**config.mk**
```make
export PLATFORM = sky130hd
export DESIGN_NAME = mem_port_arbiter
export DESIGN_NICKNAME = d
export VERILOG_FILES = /design/src/rtl/mips_mem_pkg.sv /design/src/rtl/access_timer.sv /design/src/rtl/mem_port_arbiter.sv
export SDC_FILE = /design/constraint.sdc
export NUM_CORES = 1
export LEC_CHECK = 0
export BUFFER_PORTS_ARGS = -buffer_cell sky130_fd_sc_hd__buf_2
export CAP_MARGIN = 20
export CORE_ASPECT_RATIO = 1.5
export CORE_MARGIN = 2
export CORE_UTILIZATION = 47
export CTS_CLUSTER_SIZE = 24
export DETAILED_ROUTE_END_ITERATION = 10
export PLACE_DENSITY = 0.86
export SLEW_MARGIN = 15
export SYNTH_ARGS = -nofsm -noshare
export SYNTH_HDL_FRONTEND = slang
export SYNTH_SLANG_ARGS = --single-unit
```
**constraint.sdc**
```tcl
create_clock -name clk -period 2.2 [get_ports clk]
set_clock_uncertainty 0.05 [all_clocks]
set_input_delay 0.44 -clock clk [delete_from_list [all_inputs] [get_ports clk]]
set_output_delay 0.44 -clock clk [all_outputs]
set_load 0.05 [all_outputs]
```
**src/rtl/mips_mem_pkg.sv**
```systemverilog
// Shared encodings for the unified MIPS memory port arbiter.
//   state_e : arbiter FSM states
//   grant_e : which requester currently owns the port
//   is_misaligned() : word-alignment check on the low address bits
package mips_mem_pkg;

    typedef enum logic [1:0] {
        IDLE   = 2'd0,
        ACCESS = 2'd1,
        DONE   = 2'd2
    } state_e;

    typedef enum logic {
        FETCH = 1'b0,
        DATA  = 1'b1
    } grant_e;

    localparam logic [1:0] ALIGN_MASK = 2'b11;

    // Word accesses only: any set bit under the mask is a misaligned address.
    function automatic logic is_misaligned(input logic [1:0] addr_lsb);
        return (addr_lsb & ALIGN_MASK) != 2'b00;
    endfunction

endpackage

```
**src/rtl/access_timer.sv**
```systemverilog
// Counts ACCESS cycles without an acknowledge and flags expiry.
//   clk, rst_n : clock, synchronous active-low reset
//   clr        : restart the count (held while no access is in flight)
//   en         : count this cycle (in ACCESS and no ack)
//   expired_c  : this counting cycle brings the count to TIMEOUT
module access_timer #(
    parameter int unsigned TIMEOUT = 15
) (
    input  logic clk,
    input  logic rst_n,
    input  logic clr,
    input  logic en,
    output logic expired_c
);
    localparam int unsigned CNT_W = 8;

    logic [CNT_W-1:0] count_q;

    always_ff @(posedge clk) begin
        if (!rst_n) begin
            count_q <= '0;
        end else if (clr) begin
            count_q <= '0;
        end else if (en) begin
            count_q <= count_q + CNT_W'(1);
        end
    end

    // Reached on the cycle whose edge would make the count equal TIMEOUT.
    assign expired_c = en && (count_q == CNT_W'(TIMEOUT - 1));

endmodule

```
**src/rtl/mem_port_arbiter.sv**
```systemverilog
// Arbitrates the single unified memory port between fetch and load/store.
//   if_*   : fetch requester (req level in, done pulse + rdata out)
//   d_*    : data requester (req/we/addr/wdata in, done pulse + rdata out)
//   mem_*  : memory port (en/we/addr/wdata out, rdata/ack in)
//   busy   : arbiter not idle;  err : sticky timeout/misalignment flag
module mem_port_arbiter
    import mips_mem_pkg::*;
#(
    parameter int unsigned ADDR_W  = 32,
    parameter int unsigned DATA_W  = 32,
    parameter int unsigned TIMEOUT = 15
) (
    input  logic              clk,
    input  logic              rst_n,
    input  logic              if_req,
    input  logic [ADDR_W-1:0] if_addr,
    output logic              if_done,
    output logic [DATA_W-1:0] if_rdata,
    input  logic              d_req,
    input  logic              d_we,
    input  logic [ADDR_W-1:0] d_addr,
    input  logic [DATA_W-1:0] d_wdata,
    output logic              d_done,
    output logic [DATA_W-1:0] d_rdata,
    output logic              mem_en,
    output logic              mem_we,
    output logic [ADDR_W-1:0] mem_addr,
    output logic [DATA_W-1:0] mem_wdata,
    input  logic [DATA_W-1:0] mem_rdata,
    input  logic              mem_ack,
    output logic              busy,
    output logic              err
);

    state_e            state_q, state_d;
    grant_e            grant_q, grant_d;
    grant_e            last_grant_q, last_grant_d;
    grant_e            pick_c;
    logic              any_req_c;
    logic [ADDR_W-1:0] sel_addr_c;
    logic              sel_misaligned_c;
    logic              expired_c;

    logic              if_done_d, d_done_d, mem_en_d, mem_we_d, busy_d, err_d;
    logic [DATA_W-1:0] if_rdata_d, d_rdata_d, mem_wdata_d;
    logic [ADDR_W-1:0] mem_addr_d;

    access_timer #(.TIMEOUT(TIMEOUT)) u_timer (
        .clk       (clk),
        .rst_n     (rst_n),
        .clr       (state_q == IDLE),
        .en        ((state_q == ACCESS) && !mem_ack),
        .expired_c (expired_c)
    );

    // Requester selection: on a tie, the one not served last.
    always_comb begin
        any_req_c = if_req || d_req;
        pick_c    = FETCH;
        if (if_req && d_req) begin
            pick_c = (last_grant_q == FETCH) ? DATA : FETCH;
        end else if (d_req) begin
            pick_c = DATA;
        end
        sel_addr_c       = (pick_c == DATA) ? d_addr : if_addr;
        sel_misaligned_c = is_misaligned(sel_addr_c[1:0]);
    end

    // State register.
    always_ff @(posedge clk) begin
        if (!rst_n) begin
            state_q <= IDLE;
        end else begin
            state_q <= state_d;
        end
    end

    // Next-state logic.
    always_comb begin
        state_d = state_q;
        case (state_q)
            IDLE:    if (any_req_c) state_d = sel_misaligned_c ? DONE : ACCESS;
            ACCESS:  if (mem_ack || expired_c) state_d = DONE;
            DONE:    state_d = IDLE;
            default: state_d = IDLE;
        endcase
    end

    // Next values of every registered output.
    always_comb begin
        grant_d      = grant_q;
        last_grant_d = last_grant_q;
        if_done_d    = 1'b0;
        d_done_d     = 1'b0;
        if_rdata_d   = if_rdata;
        d_rdata_d    = d_rdata;
        mem_en_d     = mem_en;
        mem_we_d     = mem_we;
        mem_addr_d   = mem_addr;
        mem_wdata_d  = mem_wdata;
        err_d        = err;
        busy_d       = (state_d != IDLE);

        case (state_q)
            IDLE: begin
                if (any_req_c) begin
                    grant_d      = pick_c;
                    last_grant_d = pick_c;
                    mem_addr_d   = sel_addr_c;
                    if (pick_c == DATA) mem_wdata_d = d_wdata;
                    if (sel_misaligned_c) begin
                        // No memory cycle, so no write strobe either.
                        mem_en_d = 1'b0;
                        mem_we_d = 1'b0;
                        err_d    = 1'b1;
                        if (pick_c == DATA) begin
                            d_rdata_d = '0;
                            d_done_d  = 1'b1;
                        end else begin
                            if_rdata_d = '0;
                            if_done_d  = 1'b1;
                        end
                    end else begin
                        mem_en_d = 1'b1;
                        mem_we_d = (pick_c == DATA) && d_we;
                    end
                end
            end
            ACCESS: begin
                // Ack takes priority over a simultaneous timeout.
                if (mem_ack) begin
                    mem_en_d = 1'b0;
                    mem_we_d = 1'b0;
                    if (grant_q == DATA) begin
                        if (!mem_we) d_rdata_d = mem_rdata;
                        d_done_d = 1'b1;
                    end else begin
                        if_rdata_d = mem_rdata;
                        if_done_d  = 1'b1;
                    end
                end else if (expired_c) begin
                    mem_en_d = 1'b0;
                    mem_we_d = 1'b0;
                    err_d    = 1'b1;
                    if (grant_q == DATA) begin
                        d_rdata_d = '0;
                        d_done_d  = 1'b1;
                    end else begin
                        if_rdata_d = '0;
                        if_done_d  = 1'b1;
                    end
                end
            end
            default: begin
            end
        endcase
    end

    // Output and grant registers.
    always_ff @(posedge clk) begin
        if (!rst_n) begin
            grant_q      <= FETCH;
            last_grant_q <= FETCH;
            if_done      <= 1'b0;
            d_done       <= 1'b0;
            if_rdata     <= '0;
            d_rdata      <= '0;
            mem_en       <= 1'b0;
            mem_we       <= 1'b0;
            mem_addr     <= '0;
            mem_wdata    <= '0;
            busy         <= 1'b0;
            err          <= 1'b0;
        end else begin
            grant_q      <= grant_d;
            last_grant_q <= last_grant_d;
            if_done      <= if_done_d;
            d_done       <= d_done_d;
            if_rdata     <= if_rdata_d;
            d_rdata      <= d_rdata_d;
            mem_en       <= mem_en_d;
            mem_we       <= mem_we_d;
            mem_addr     <= mem_addr_d;
            mem_wdata    <= mem_wdata_d;
            busy         <= busy_d;
            err          <= err_d;
        end
    end

endmodule

```
=== After elaboration in Yosys (flattened, before gate mapping) ===
Index checks and enable logic that the tools add are counted.

* $add $sub $neg: 1
* Equality and inequality tests: 12
* Mux-type cells: 51
* Bitwise logic cells: 1
* Reductions and logical operators: 18

{| class="wikitable"
|+ Operators with widths
! cell !! number
|-
| 32-bit two-way mux || 16
|-
| 32-bit case mux with 2 select lines || 2
|-
| 1-bit two-way mux || 24
|-
| 2-bit != test, second input constant || 8
|-
| 1-bit case mux with 2 select lines || 5
|-
| 8-bit by 1-bit adder with 8-bit output, second input constant || 1
|-
| 8-bit by 4-bit equality test with 1-bit output, second input constant || 1
|-
| 7-bit AND reduction || 1
|-
| 2-bit two-way mux || 3
|-
| 3-bit != test, second input constant || 2
|-
| 3-bit AND reduction || 2
|-
| 6-bit AND reduction || 1
|-
| 2-bit nonzero test || 3
|-
| 5-bit AND reduction || 1
|-
| 1-bit logical AND || 4
|-
| 2-bit case mux with 2 select lines || 1
|-
| 2-bit by 1-bit equality test with 1-bit output, second input constant || 1
|-
| 2-bit logical NOT || 1
|-
| 1-bit logical OR || 2
|-
| 2-bit AND reduction || 1
|-
| 2-bit OR reduction || 1
|-
| 1-bit logical NOT || 1
|-
| 1-bit NOT || 1
|}

* Register bits: 145
* Input bits: 134
* Output and inout port bits: 134
* Word-level logic and storage cells: 96

=== Logic depth before layout (Yosys ltp) ===
* Word-level depth: 8
* Mapped depth: 9
* Depth with buffers taken out: 7

=== Modules after synthesis ===
A second synthesis with hierarchy kept.

* Cells, all modules: 621
* Area total of the unflattened synthesis: 5848.1 um^2

{| class="wikitable"
|+ By module, submodules not included
! module !! instances !! cells an instance !! area an instance (um^2) !! seq. area each (um^2)
|-
| mem_port_arbiter || 1 || 578 || 5464.0 || 2742.6
|-
| access_timer || 1 || 43 || 384.1 || 160.2
|}

=== Worst setup path before layout ===
Ideal clock, no wire load.

* Kind: input -> register
* Start: in d_req
* End: reg d_rdata[10]
* Library setup time: 0.072 ns
* Arrival time: 1.673 ns
* Required time: 2.078 ns
* Setup slack: 0.406 ns
* Stages: 8
* Path buffers: 3
* Cells stage by stage: a21boi_2 buf_6 mux2i_4 o21bai_2 nor3b_2 buf_6 buf_6 mux2i_1

* Word-level cells in the longest chain between the ends: 6
* Elaborated cells between the ends (all ways): 10
* Classes of those cells: eq/ne: 3; mux: 3; reduce/logical: 4

{| class="wikitable"
|+ Ends and longest elaborated chain
! item !! line !! source
|-
| from (decl) || mem_port_arbiter.sv:19 || <nowiki>input logic d_req,</nowiki>
|-
| 1-bit two-way mux / 1-bit logical AND (equally long branches) || mem_port_arbiter.sv:62, mem_port_arbiter.sv:60 ||
|-
| 1-bit two-way mux || mem_port_arbiter.sv:60 || <nowiki>if (if_req && d_req) begin</nowiki>
|-
| 32-bit two-way mux || mem_port_arbiter.sv:65 || <nowiki>sel_addr_c = (pick_c == DATA) ? d_addr : if_addr;</nowiki>
|-
| 2-bit nonzero test || mips_mem_pkg.sv:22 || <nowiki>return (addr_lsb & ALIGN_MASK) != 2'b00;</nowiki>
|-
| 2-bit != test (no source line) || -- ||
|-
| 7-bit AND reduction (no source line) (*) || -- ||
|-
| to (signal assigned) || mem_port_arbiter.sv:180 || <nowiki>d_rdata <= d_rdata_d;</nowiki>
|-
| to (decl) || mem_port_arbiter.sv:24 || <nowiki>output logic [DATA_W-1:0] d_rdata,</nowiki>
|}

Mark *: on every way between the ends. The rest lies on a longest branch, timed or not.
A chain may end at the register's enable or synchronous reset.

=== Worst setup path in the final report ===
* Start: reg u_timer.count_q[0]
* End: reg d_rdata[19]

* Word-level cells in the longest chain between the ends: 4

{| class="wikitable"
|+ Ends and longest elaborated chain
! item !! line !! source
|-
| from (decl) || access_timer.sv:17 || <nowiki>logic [CNT_W-1:0] count_q;</nowiki>
|-
| from (signal assigned) || access_timer.sv:25 || <nowiki>count_q <= count_q + CNT_W'(1);</nowiki>
|-
| 8-bit by 4-bit equality test with 1-bit output || access_timer.sv:30 || <nowiki>assign expired_c = en && (count_q == CNT_W'(TIMEOUT - 1));</nowiki>
|-
| 1-bit logical AND || access_timer.sv:30 ||
|-
| 3-bit != test (no source line) || -- ||
|-
| 7-bit AND reduction (no source line) || -- ||
|}

No other way between the ends.

==> Implementation_results.wiki <==
{| class="wikitable"
! Metric !! Value
|-
| Total detailed-routing wirelength || 15.1 mm
|-
| Portion of netlist area occupied by mux cells || 16.7%
|-
| Min-Delay Startpoint || d_wdata[31]
|-
| Clock edge transition at the registers on the reported setup and hold paths || 0.06 ns
|-
| EDFF count, synth || 0
|-
| 1st-iter DRT viols || 186
|-
| Vias after detailed routing || 5,282
|-
| Number of H-tree levels || 4
|-
| FMAX || 0.500 GHz
|-
| Proportion of register bits with asynchronous set or reset after synthesis || 0%
|-
| Synthesis-to-layout area growth || 35.5%
|-
| Final min period || 2.00 ns
|-
| Dominant combinational cell family by area after synthesis || simple AND/OR/NAND/NOR gates
|-
| Data arrival time of the critical path || 2.29 ns
|-
| Area contributors post-synth || sky130_fd_sc_hd__dfxtp_1 49%, sky130_fd_sc_hd__mux2i_1 16%, sky130_fd_sc_hd__nand2_1 12%
|-
| Relative contribution of the clock network to total power || 41.0%
|-
| IR drop worst, VDD || 0.490 mV
|-
| XOR/XNOR Fraction of Synth Area || 1.04%
|-
| Post-placement cell area || 7350 um^2
|-
| Antenna cells || 0
|-
| R2r startpoint || u_timer.count_q[0]
|-
| Clock network latency to the later pin of the worst-skew pair || 0.41 ns
|-
| Final hold vios || 0
|-
| Number of remaining DRC errors || 0
|-
| Number of CTS-inserted buffers || 17
|-
| Endpoint class of the critical path || register
|-
| Global-route wire length before repair || 23.5 mm
|-
| Cell type contributing the most total cell area after synthesis || sky130_fd_sc_hd__dfxtp_1
|-
| Final global-route overflow total || 0
|-
| Width of the die || 95.4 um
|-
| Post-Synth Adder-Cell Area || 0.425%
|-
| Synth Cell Area || 5890 um^2
|-
| Int Power || 0.00508 W
|-
| Count of buffers added by post-CTS timing repair for setup || 0
|-
| Switching fraction of total power || 30.3%
|-
| Crit path required time || 2.49 ns
|-
| Rel. slew slack || 60.2%
|-
| Power Density || 913 nW/um^2
|-
| TritonCTS sink count || 145
|-
| Weighted congestion at the end of routability-driven global placement || 0.781
|-
| Antenna violations before repair || 0
|-
| Leakage power summed over all cells || 4.15 nW
|-
| Final-report max-slew violation count || 0
|-
| Worst reg-to-reg setup slack || 0.20 ns
|-
| Pin count of the biggest net entering global routing || 78
|-
| Worst Hold Endpoint || mem_wdata[31]
|-
| CTS tree || built
|-
| Run status || completed
|-
| Maximum number of buffers from clock root to sink || 2
|-
| Nets || 1,006
|-
| Number of setup violations in the final report || 0
|-
| Fraction of layout cells with a size suffix above 1 || 35.9%
|-
| Die Footprint || 13,500 um^2
|-
| CP startpoint kind || register
|-
| Height of the die || 141 um
|-
| Worst-Margin Slew || 0.592 ns
|-
| Ys Warns || 0
|-
| Final worst-path cycle share || 90.9%
|-
| Ports placed on the boundary || 268
|-
| Final Cell Area || 7980 um^2
|-
| Number of cells on the worst reg-to-reg path || 8
|-
| Top FF cell, synth || sky130_fd_sc_hd__dfxtp_1
|-
| Logic gate share of total power || 19.8%
|-
| Sequential cell area || 2900 um^2
|-
| Row count || 50
|-
| Effective utilization at floorplan || 47.6%
|-
| Worst R2R End || d_rdata[19]
|-
| Final TNS setup || 0 ns
|-
| Total global routing track utilization || 22.1%
|-
| Share of synthesized area occupied by flip-flops and latches || 49.3%
|-
| Final setup margin || 0.199 ns
|-
| Post-synthesis simple-gate area fraction || 16.7%
|-
| Per-cell routed wire length || 14.6 um
|-
| Cells after synthesis || 621
|-
| Class of the most critical hold timing path || in -> reg
|-
| Number of global-route vias before repair || 5,218
|-
| Total net switching power || 0.00221 W
|-
| Vias per cell || 5.09
|-
| Max-cap violations || 0
|-
| Cell variety after synth || 37
|-
| Synthesized-area fraction occupied by ao, oa, aoi and oai cells || 11.4%
|-
| Mapped Nets || 757
|-
| Post-CTS Hold Buffers || 0
|-
| Unrepaired setup endpoints after global routing || false
|-
| CTS root buf || sky130_fd_sc_hd__clkbuf_16
|-
| Post-place setup slack || 0.0766 ns
|-
| Avg Inst Size Synth || 9.49 um^2
|-
| Multi-input combinational cell area || 2760 um^2
|-
| Quantity of I/O buffers inserted on ports || 267
|-
| Filler Cells Inserted || 1,020
|-
| Flip-flop and latch count after synthesis || 145
|-
| Placed wire-length estimate after detailed placement || 10.8 mm
|-
| First-pass iteration count of the detailed router || 4
|-
| Core area || 12,400 um^2
|-
| Number of cells on the worst hold path || 3
|-
| Classification of the worst setup path || reg -> reg
|-
| Most frequent cell after synthesis || sky130_fd_sc_hd__nand2_1
|-
| Post-DRT Antenna Nets || 0
|-
| Crit-path max FO || 32
|-
| Most frequent cells after synthesis || 195 x sky130_fd_sc_hd__nand2_1, 145 x sky130_fd_sc_hd__dfxtp_1, 96 x sky130_fd_sc_hd__mux2i_1, 34 x sky130_fd_sc_hd__a21boi_1, 32 x sky130_fd_sc_hd__o211a_1
|-
| Sequential cell fraction of total power || 39.2%
|-
| Setup crit start || u_timer.count_q[0]
|-
| Share of Yosys cell area claimed by the top area cell type || 49.3%
|}
==> layer usage <==
layer  global-route usage, %  up-vias  routed length, um
met4                    11.1        0                509
met1                    22.4     2454               5750
met3                    5.61       39                903
met5                       0        -                  0
met2                    40.6      204               7980
li1                        -     2585                  -
==> power groups by stage <==
| stage | Sequential [W] | Combinational (W) | Clock, W |
|---|---|---|---|
| 3_3_place_gp | 0.00291 | 0.00144 | 0 |
| 6_report | 0.00286 | 0.00145 | 0.00299 |
| 2_1_floorplan | 0.00340 | 0.000580 | 0 |
| 4_1_cts | 0.00286 | 0.00146 | 0.00304 |
| 5_1_grt | 0.00288 | 0.00154 | 0.00316 |
| 3_5_place_dp | 0.00291 | 0.00145 | 0 |
==> cells in the final DEF, fill, tap and decap left out, drive strengths merged, types with 5 or more instances in the layout <==
master / netlist / final
a21boi: 35 / 35
buf: 17 / 277
clkbuf: 30 / 18
dfxtp: 145 / 145
inv: 2 / 8
mux2i: 97 / 97
nand2: 195 / 195
nor2: 20 / 20
o211a: 32 / 32
xor2: 5 / 5
==> through the flow <==
| step | power [W] | hold WS [ns] | utilization [%] | cells |
|---|---|---|---|---|
| 5_1_grt | 0.00757 | 0.200 | 64.5 | 1038 |
| 3_3_place_gp | 0.00434 | 0.388 | 59.4 | 1007 |
| 6_report | 0.00729 | 0.210 | 64.5 | 1038 |
| 4_1_cts | 0.00735 | 0.197 | 64.3 | 1038 |
| 3_5_place_dp | 0.00437 | 0.391 | 59.4 | 1007 |
| 2_1_floorplan | 0.00398 | 0.442 | - | 621 |
==> registers in the layout, indices dropped and copies added, names as in the netlist <==
name and count:
busy 1, state_q 2, err 1, if_rdata 32, d_done 1, mem_en 1, mem_addr 32, u_timer.count_q 8
if_done 1, last_grant_q 1, mem_wdata 32, mem_we 1, d_rdata 32
==> repair_timing <==
item | CTS | global route
endpoints found under the hold margin | 0 | 0
endpoints found under the setup margin | 0 | 11
gates resized for setup | 0 | 2
==> cells by family after synthesis <==
| logic type | Yosys count |
|---|---|
| AND/OR/NAND/NOR | 240 |
| flip-flops | 145 |
| multiplexers | 97 |
| AO/OA/AOI/OAI | 81 |
| buffers and inverters | 49 |
| XOR/XNOR | 7 |
| adder cells (fa/ha/maj) | 2 |
==> how the worst max path moves through the flow <==
stage	end	cells after the start
after floorplan	d_rdata[10]	8
after global placement	d_rdata[15]	7
after detailed placement	d_rdata[17]	7
after CTS	d_rdata[12]	8
after global routing	d_rdata[19]	7
final	d_rdata[19]	8
==> critical path, cell delays in order (launching register included) <==
cell and delay (ns):
sky130_fd_sc_hd__dfxtp_1 0.34, sky130_fd_sc_hd__inv_1 0.07, sky130_fd_sc_hd__ha_1 0.14, sky130_fd_sc_hd__nand4b_1 0.14, sky130_fd_sc_hd__nor4_4 0.26, sky130_fd_sc_hd__nand2b_4 0.21, sky130_fd_sc_hd__nor3b_4 0.21, sky130_fd_sc_hd__buf_12 0.26
sky130_fd_sc_hd__mux2i_1 0.23
==> layout make-up <==
cell class              instances  area share (%)
well taps                     156            2.44
clock inverters                13            2.18
repair buffers                277            18.8
flip-flops and latches        145            36.4
clock buffers                  18            5.50
inverters                       2          0.0940
multi-input cells             427            34.6
(Power assumes the default switching activity.)
